**config.mk**
```make
export PLATFORM = sky130hd
export DESIGN_NAME = inst_fetch_queue
export DESIGN_NICKNAME = d
export VERILOG_FILES = /design/src/rtl/ifq_pkg.sv /design/src/rtl/ifq_fifo.sv /design/src/rtl/inst_fetch_queue.sv
export SDC_FILE = /design/constraint.sdc
export NUM_CORES = 1
export LEC_CHECK = 0
export CORE_MARGIN = 3
export CORE_UTILIZATION = 40
export CTS_BUF_LIST = sky130_fd_sc_hd__clkbuf_4 sky130_fd_sc_hd__clkbuf_8
export CTS_CLUSTER_SIZE = 14
export DETAILED_ROUTE_END_ITERATION = 8
export PLACE_DENSITY = 0.65
export SKIP_CTS_REPAIR_TIMING = 1
export SYNTH_ARGS = -nofsm -noshare
export SYNTH_HDL_FRONTEND = slang
export SYNTH_SLANG_ARGS = --single-unit
```
**constraint.sdc**
```tcl
create_clock -name clk -period 4.55 [get_ports clk]
set_clock_uncertainty 0.1 [all_clocks]
set_input_delay 0.6825 -clock clk [delete_from_list [all_inputs] [get_ports clk]]
set_output_delay 0.6825 -clock clk [all_outputs]
set_load 0.02 [all_outputs]
```
**src/rtl/ifq_pkg.sv**
```systemverilog
// ifq_pkg: shared types and constants for the instruction fetch queue.
//   XLEN/INST_W  address and instruction widths
//   WORD_BYTES   bytes per fetched instruction word
//   HALT_OPCODE  opcode field value that stops fetch (when halt detection is built in)
//   fetch_entry_t {pc, inst} pair stored in the FIFO
package ifq_pkg;

  localparam int XLEN       = 32;
  localparam int INST_W     = 32;
  localparam int WORD_BYTES = 4;

  localparam logic [5:0] HALT_OPCODE = 6'b111111;

  typedef struct packed {
    logic [XLEN-1:0]   pc;
    logic [INST_W-1:0] inst;
  } fetch_entry_t;

  // True when the word carries the halt opcode in bits [31:26].
  function automatic logic is_halt(input logic [INST_W-1:0] word);
    return (word[31:26] == HALT_OPCODE);
  endfunction

endpackage

```
**src/rtl/ifq_fifo.sv**
```systemverilog
// ifq_fifo: DEPTH-entry synchronous FIFO of fetch_entry_t.
// Ports:
//   clk, nrst   clock and synchronous active-low reset
//   push        write push_data at the tail (ignored when full without pop)
//   push_data   entry to write
//   pop         drop the head entry (ignored when empty)
//   flush       discard all entries, pointers back to 0 (wins over push/pop)
//   head        head entry; when empty it holds the last entry popped
//   empty       no entries stored
//   count       number of stored entries, 0..DEPTH
module ifq_fifo
  import ifq_pkg::*;
#(
  parameter int DEPTH = 4,
  localparam int PW = $clog2(DEPTH),
  localparam int CW = PW + 1
) (
  input  logic         clk,
  input  logic         nrst,
  input  logic         push,
  input  fetch_entry_t push_data,
  input  logic         pop,
  input  logic         flush,
  output fetch_entry_t head,
  output logic         empty,
  output logic [CW-1:0] count
);

  fetch_entry_t  mem_r [DEPTH];
  fetch_entry_t  last_r;
  logic [PW-1:0] wr_ptr_r;
  logic [PW-1:0] rd_ptr_r;
  logic [CW-1:0] count_r;
  logic          empty_s;
  logic          full_s;
  logic          push_ok_s;
  logic          pop_ok_s;

  // Occupancy flags and guarded push/pop qualifiers.
  always_comb begin
    empty_s   = (count_r == {CW{1'b0}});
    full_s    = (count_r == CW'(DEPTH));
    pop_ok_s  = pop & ~empty_s;
    push_ok_s = push & (~full_s | pop_ok_s);
  end

  // Entry storage; contents need no reset since count gates visibility.
  always_ff @(posedge clk) begin
    if (nrst && !flush && push_ok_s) begin
      mem_r[wr_ptr_r] <= push_data;
    end
  end

  // Pointers, occupancy and the held copy of the last popped entry.
  always_ff @(posedge clk) begin
    if (!nrst) begin
      wr_ptr_r <= {PW{1'b0}};
      rd_ptr_r <= {PW{1'b0}};
      count_r  <= {CW{1'b0}};
      last_r   <= '0;
    end else if (flush) begin
      wr_ptr_r <= {PW{1'b0}};
      rd_ptr_r <= {PW{1'b0}};
      count_r  <= {CW{1'b0}};
    end else begin
      if (push_ok_s) begin
        wr_ptr_r <= wr_ptr_r + PW'(1);
      end
      if (pop_ok_s) begin
        rd_ptr_r <= rd_ptr_r + PW'(1);
        last_r   <= mem_r[rd_ptr_r];
      end
      case ({push_ok_s, pop_ok_s})
        2'b10:   count_r <= count_r + CW'(1);
        2'b01:   count_r <= count_r - CW'(1);
        default: count_r <= count_r;
      endcase
    end
  end

  // When empty the head keeps showing the last word handed out.
  always_comb begin
    head  = empty_s ? last_r : mem_r[rd_ptr_r];
    empty = empty_s;
    count = count_r;
  end

endmodule

```
**src/rtl/inst_fetch_queue.sv**
```systemverilog
// inst_fetch_queue: fetch-side initiator for the combinational instruction ROM.
// Holds the PC, reads one word per cycle into a small FIFO and presents
// {pc, inst} to issue with a valid/ready handshake. A redirect flushes the
// FIFO and restarts fetch at the (word-aligned) redirect address.
// Build option: define IFQ_HALT_DETECT_EN to stop fetch after a word whose
// [31:26] is the halt opcode; otherwise halted is tied low.
// Ports:
//   clk, nrst        clock and synchronous active-low reset
//   rom_nrd          ROM read enable, active-low, combinational
//   rom_addr         ROM byte address (pc while reading, else 0)
//   rom_data         ROM word, valid in the cycle rom_nrd=0
//   redirect_valid   flush and restart at redirect_pc
//   redirect_pc      new fetch address, low two bits dropped
//   deq_valid        head entry valid
//   deq_ready        issue takes the head this cycle
//   deq_inst/deq_pc  head instruction word and its byte address
//   halted           fetch stopped on halt opcode
module inst_fetch_queue
  import ifq_pkg::*;
#(
  parameter int          DEPTH     = 4,
  parameter logic [31:0] RESET_PC  = 32'd0,
  parameter int          ROM_BYTES = 100
) (
  input  logic              clk,
  input  logic              nrst,
  output logic              rom_nrd,
  output logic [XLEN-1:0]   rom_addr,
  input  logic [INST_W-1:0] rom_data,
  input  logic              redirect_valid,
  input  logic [XLEN-1:0]   redirect_pc,
  output logic              deq_valid,
  input  logic              deq_ready,
  output logic [INST_W-1:0] deq_inst,
  output logic [XLEN-1:0]   deq_pc,
  output logic              halted
);

  localparam int CW = $clog2(DEPTH) + 1;
  // Highest pc whose full word still lies inside the ROM.
  localparam logic [XLEN-1:0] LAST_PC = XLEN'(ROM_BYTES - WORD_BYTES);

  logic [XLEN-1:0] pc_r;
  logic            halted_s;
  logic            empty_s;
  logic [CW-1:0]   count_s;
  fetch_entry_t    head_s;
  fetch_entry_t    push_entry_s;
  logic            deq_valid_s;
  logic            deq_fire_s;
  logic            fetch_ok_s;

  // Handshake and fetch qualification; a redirect blocks both sides.
  always_comb begin
    deq_valid_s  = nrst & ~empty_s & ~redirect_valid;
    deq_fire_s   = deq_valid_s & deq_ready;
    fetch_ok_s   = nrst & ~redirect_valid & ~halted_s & (pc_r <= LAST_PC)
                 & ((count_s < CW'(DEPTH)) | deq_fire_s);
    push_entry_s = '{pc: pc_r, inst: rom_data};
  end

  // Output drive: ROM side is combinational from state, issue side from the FIFO head.
  always_comb begin
    rom_nrd   = ~fetch_ok_s;
    rom_addr  = fetch_ok_s ? pc_r : {XLEN{1'b0}};
    deq_valid = deq_valid_s;
    deq_inst  = head_s.inst;
    deq_pc    = head_s.pc;
    halted    = halted_s;
  end

  // Program counter: reset, redirect (word aligned), or advance on each fetch.
  always_ff @(posedge clk) begin
    if (!nrst) begin
      pc_r <= RESET_PC;
    end else if (redirect_valid) begin
      pc_r <= redirect_pc & 32'hFFFF_FFFC;
    end else if (fetch_ok_s) begin
      pc_r <= pc_r + 32'd4;
    end
  end

`ifdef IFQ_HALT_DETECT_EN
  logic halted_r;

  // Halt flag: set with the enqueue of a halt word, cleared by redirect or reset.
  always_ff @(posedge clk) begin
    if (!nrst) begin
      halted_r <= 1'b0;
    end else if (redirect_valid) begin
      halted_r <= 1'b0;
    end else if (fetch_ok_s && is_halt(rom_data)) begin
      halted_r <= 1'b1;
    end
  end

  assign halted_s = halted_r;
`else
  assign halted_s = 1'b0;
`endif

  ifq_fifo #(
    .DEPTH(DEPTH)
  ) u_fifo (
    .clk       (clk),
    .nrst      (nrst),
    .push      (fetch_ok_s),
    .push_data (push_entry_s),
    .pop       (deq_fire_s),
    .flush     (redirect_valid),
    .head      (head_s),
    .empty     (empty_s),
    .count     (count_s)
  );

endmodule

```
==> flow_metrics.tcl <==
set metrics [dict create \
    status "finished, final reports clean" \
    synth_ff_type "edfxtp_1" \
    clk_pin_slew_ns 0.06 \
    antenna_left 0 \
    use_met3_pct 3.27 \
    tns_ns 0 \
    synth_cell_type_count 45 \
    use_met1_pct 20.7 \
    hold_viol_final 0 \
    dp_hpwl_mm 17.4 \
    ys_async_sr_fraction_pct 0 \
    cts_buffers 57 \
    hold_ws_ns 0.351 \
    viasPerCell 4.96 \
    dpl.cell_count 1434 \
    netlist_instances 885 \
    criticalPathCategory "flop to primary output" \
    root_buffer "clkbuf_8" \
    dieArea_um2 37300 \
    max_cap_violations 0 \
    grt_pass1_wl_mm 45.6 \
    final_max_slew_viol_count 0 \
    cp-end-kind "primary output" \
    drcViolationCount 0 \
    clk_latency_ns 0.59 \
    tightest_slew_ns 0.895 \
    final_cell_mix "edfxtp_1, nand2_1, clkdlybuf4s50_1" \
    final_common_cell "edfxtp_1" \
    use_met2_pct 28.3 \
    synth_edf_count 248 \
    min_path_type "flop to flop" \
    drt_pass1_iterations 4 \
    setup_viol_count_final 0 \
    grt_overflow_total 0 \
    io_buffer_count 134 \
    die_w_um 193 \
    worst-r2r-cell-count 6 \
    post_layout_nonfiller_instances 1540 \
    p_leak_nw 5.62 \
    max_slew_margin_pct 40.3 \
    drive_gt1_share_pct 23.3 \
    io_pins 167 \
    grtUsageTotal_pct 16.2 \
    power.density_nw_per_um2 373 \
    dr_total_vias 7642 \
    cp.arrival_ns 3.20 \
    ys_ff_latch 349 \
    num_rows 67 \
    fp.dieH_um 193 \
    place_congestion 0.740 \
    yosysTopAreaCell "edfxtp_1" \
    antenna_cells 0 \
    finish.utilization_pct 49.7 \
    busiest_layer "met2" \
    synth_area_leaders "edfxtp_1, dfxtp_1, mux4_2, mux2_2, nand2_1" \
    synth_warnings 0 \
    fin_crit_ns 3.98 \
    htree_levels 2 \
    cp_max_fo 18 \
    rsz0062_at_grt "no" \
    grt_max_degree 74 \
    cts_tree "yes" \
    required_ns 3.77 \
    nFillCells 2931 \
    start_kind "flop" \
    min_period_over_period_pct 87.5 \
    power_mw 6.30 \
    clock.fmax_mhz 251 \
    clock_sinks 349 \
    worstHoldPathCells 2 \
    initial_core_util_pct 41.1 \
    routedWlPerCell_um 19.4 \
    syn_area_per_cell_um2 15.8 \
    synth_area_um2 14000 \
    vdd_drop_max_uv 212 \
    finalNetCount 1120 \
    totalWireLength_mm 29.9 \
    drt-initial-drc-count 298 \
    ys_seq_area_share_pct 67.7 \
    core-area_um2 34000 \
    synth_top_area_share_pct 53.2 \
    antenna_found_initial 1 \
    area_growth_pct 20.8 \
    grt_pass1_vias 7873 \
    clock_path_buffers 3 \
]
==> Yosys cell counts (3+ instances only) <==
library cell  count
mux4_2           62
a21boi_1          6
buf_1             3
inv_1            11
xnor2_1           3
dfxtp_1         101
mux2i_1          28
mux2_2           63
nor4_1            6
and2_1            6
ha_1              6
nor2_1           16
edfxtp_1        248
nand2_1         132
nand4_1           3
nor2b_1          27
buf_4            30
a21oi_1           3
buf_2            19
a21boi_0         57
clkbuf_1         27
==> cell type report <==
cell class | instances | area (um^2) | area share, %
timing repair buffer | 152 | 1510 | 8.96
multi-input combinational | 474 | 4170 | 24.7
inverter | 11 | 41.3 | 0.244
clock buffer | 82 | 997 | 5.90
tap | 448 | 561 | 3.32
clock inverter | 24 | 139 | 0.822
sequential | 349 | 9480 | 56.1
==> routing by layer <==
metal	wire length [um]	share of wire, %	up-vias
met2	15000	50	184
met1	12900	43	3844
met5	13	0.043	-
li1	-	-	3570
met3	1460	4.9	42
met4	470	1.6	2
==> logic make-up (layout without fill, tap and decap cells) <==
logic type | Yosys count | count (layout) | share of synthesized area [%]
flops | 349 | 349 | 67.7
simple gates | 201 | 201 | 6.47
mux | 153 | 153 | 17.1
buf+inv | 91 | 269 | 3.47
compound gates | 79 | 79 | 4.36
fa+ha+maj | 7 | 7 | 0.680
xor+xnor | 4 | 4 | 0.250
other cells | 1 | 30 | 0.0268
==> sequential cells by signal (all words and copies together), names as in the netlist, named ones only <==
name             count
u_fifo.count         3
u_fifo.mem_r       248
u_fifo.rd_ptr_r      2
pc_r                30
u_fifo.wr_ptr_r      2
u_fifo.last_r       62
==> worst max-delay path: stages, from the launching register on <==
cell,delay (ns)
dfxtp_1,0.36
nor4_1,0.55
o2111ai_1,0.35
a211oi_4,0.29
buf_4,0.28
and2_1,0.17
clkdlybuf4s50_1,0.60
==> stage by stage <==
step / setup slack [ns] / instance area [um^2]
finish: 0.569 / 16900
global route: 0.401 / 16900
CTS: 0.507 / 16900
detailed placement: 0.991 / 15800
global placement: 1.01 / 15800
floorplan: 0.785 / 14100
==> power by group <==
| part | switching (mW) | internal (mW) |
|---|---|---|
| clock network | 1.20 | 1.47 |
| registers | 0.0276 | 3.42 |
| logic | 0.0945 | 0.0880 |
==> final timing paths <==
| kind | slack, ns | endpoint | startpoint |
|---|---|---|---|
| max | 0.57 | rom_addr[6] | pc_r[21] |
| min | 0.35 | u_fifo.last_r[9] | u_fifo.last_r[9] |
| max reg2reg | 1.33 | u_fifo.mem_r[0][29] | pc_r[21] |
| min reg2reg | 0.35 | u_fifo.last_r[9] | u_fifo.last_r[9] |
(Power assumes the default switching activity.)
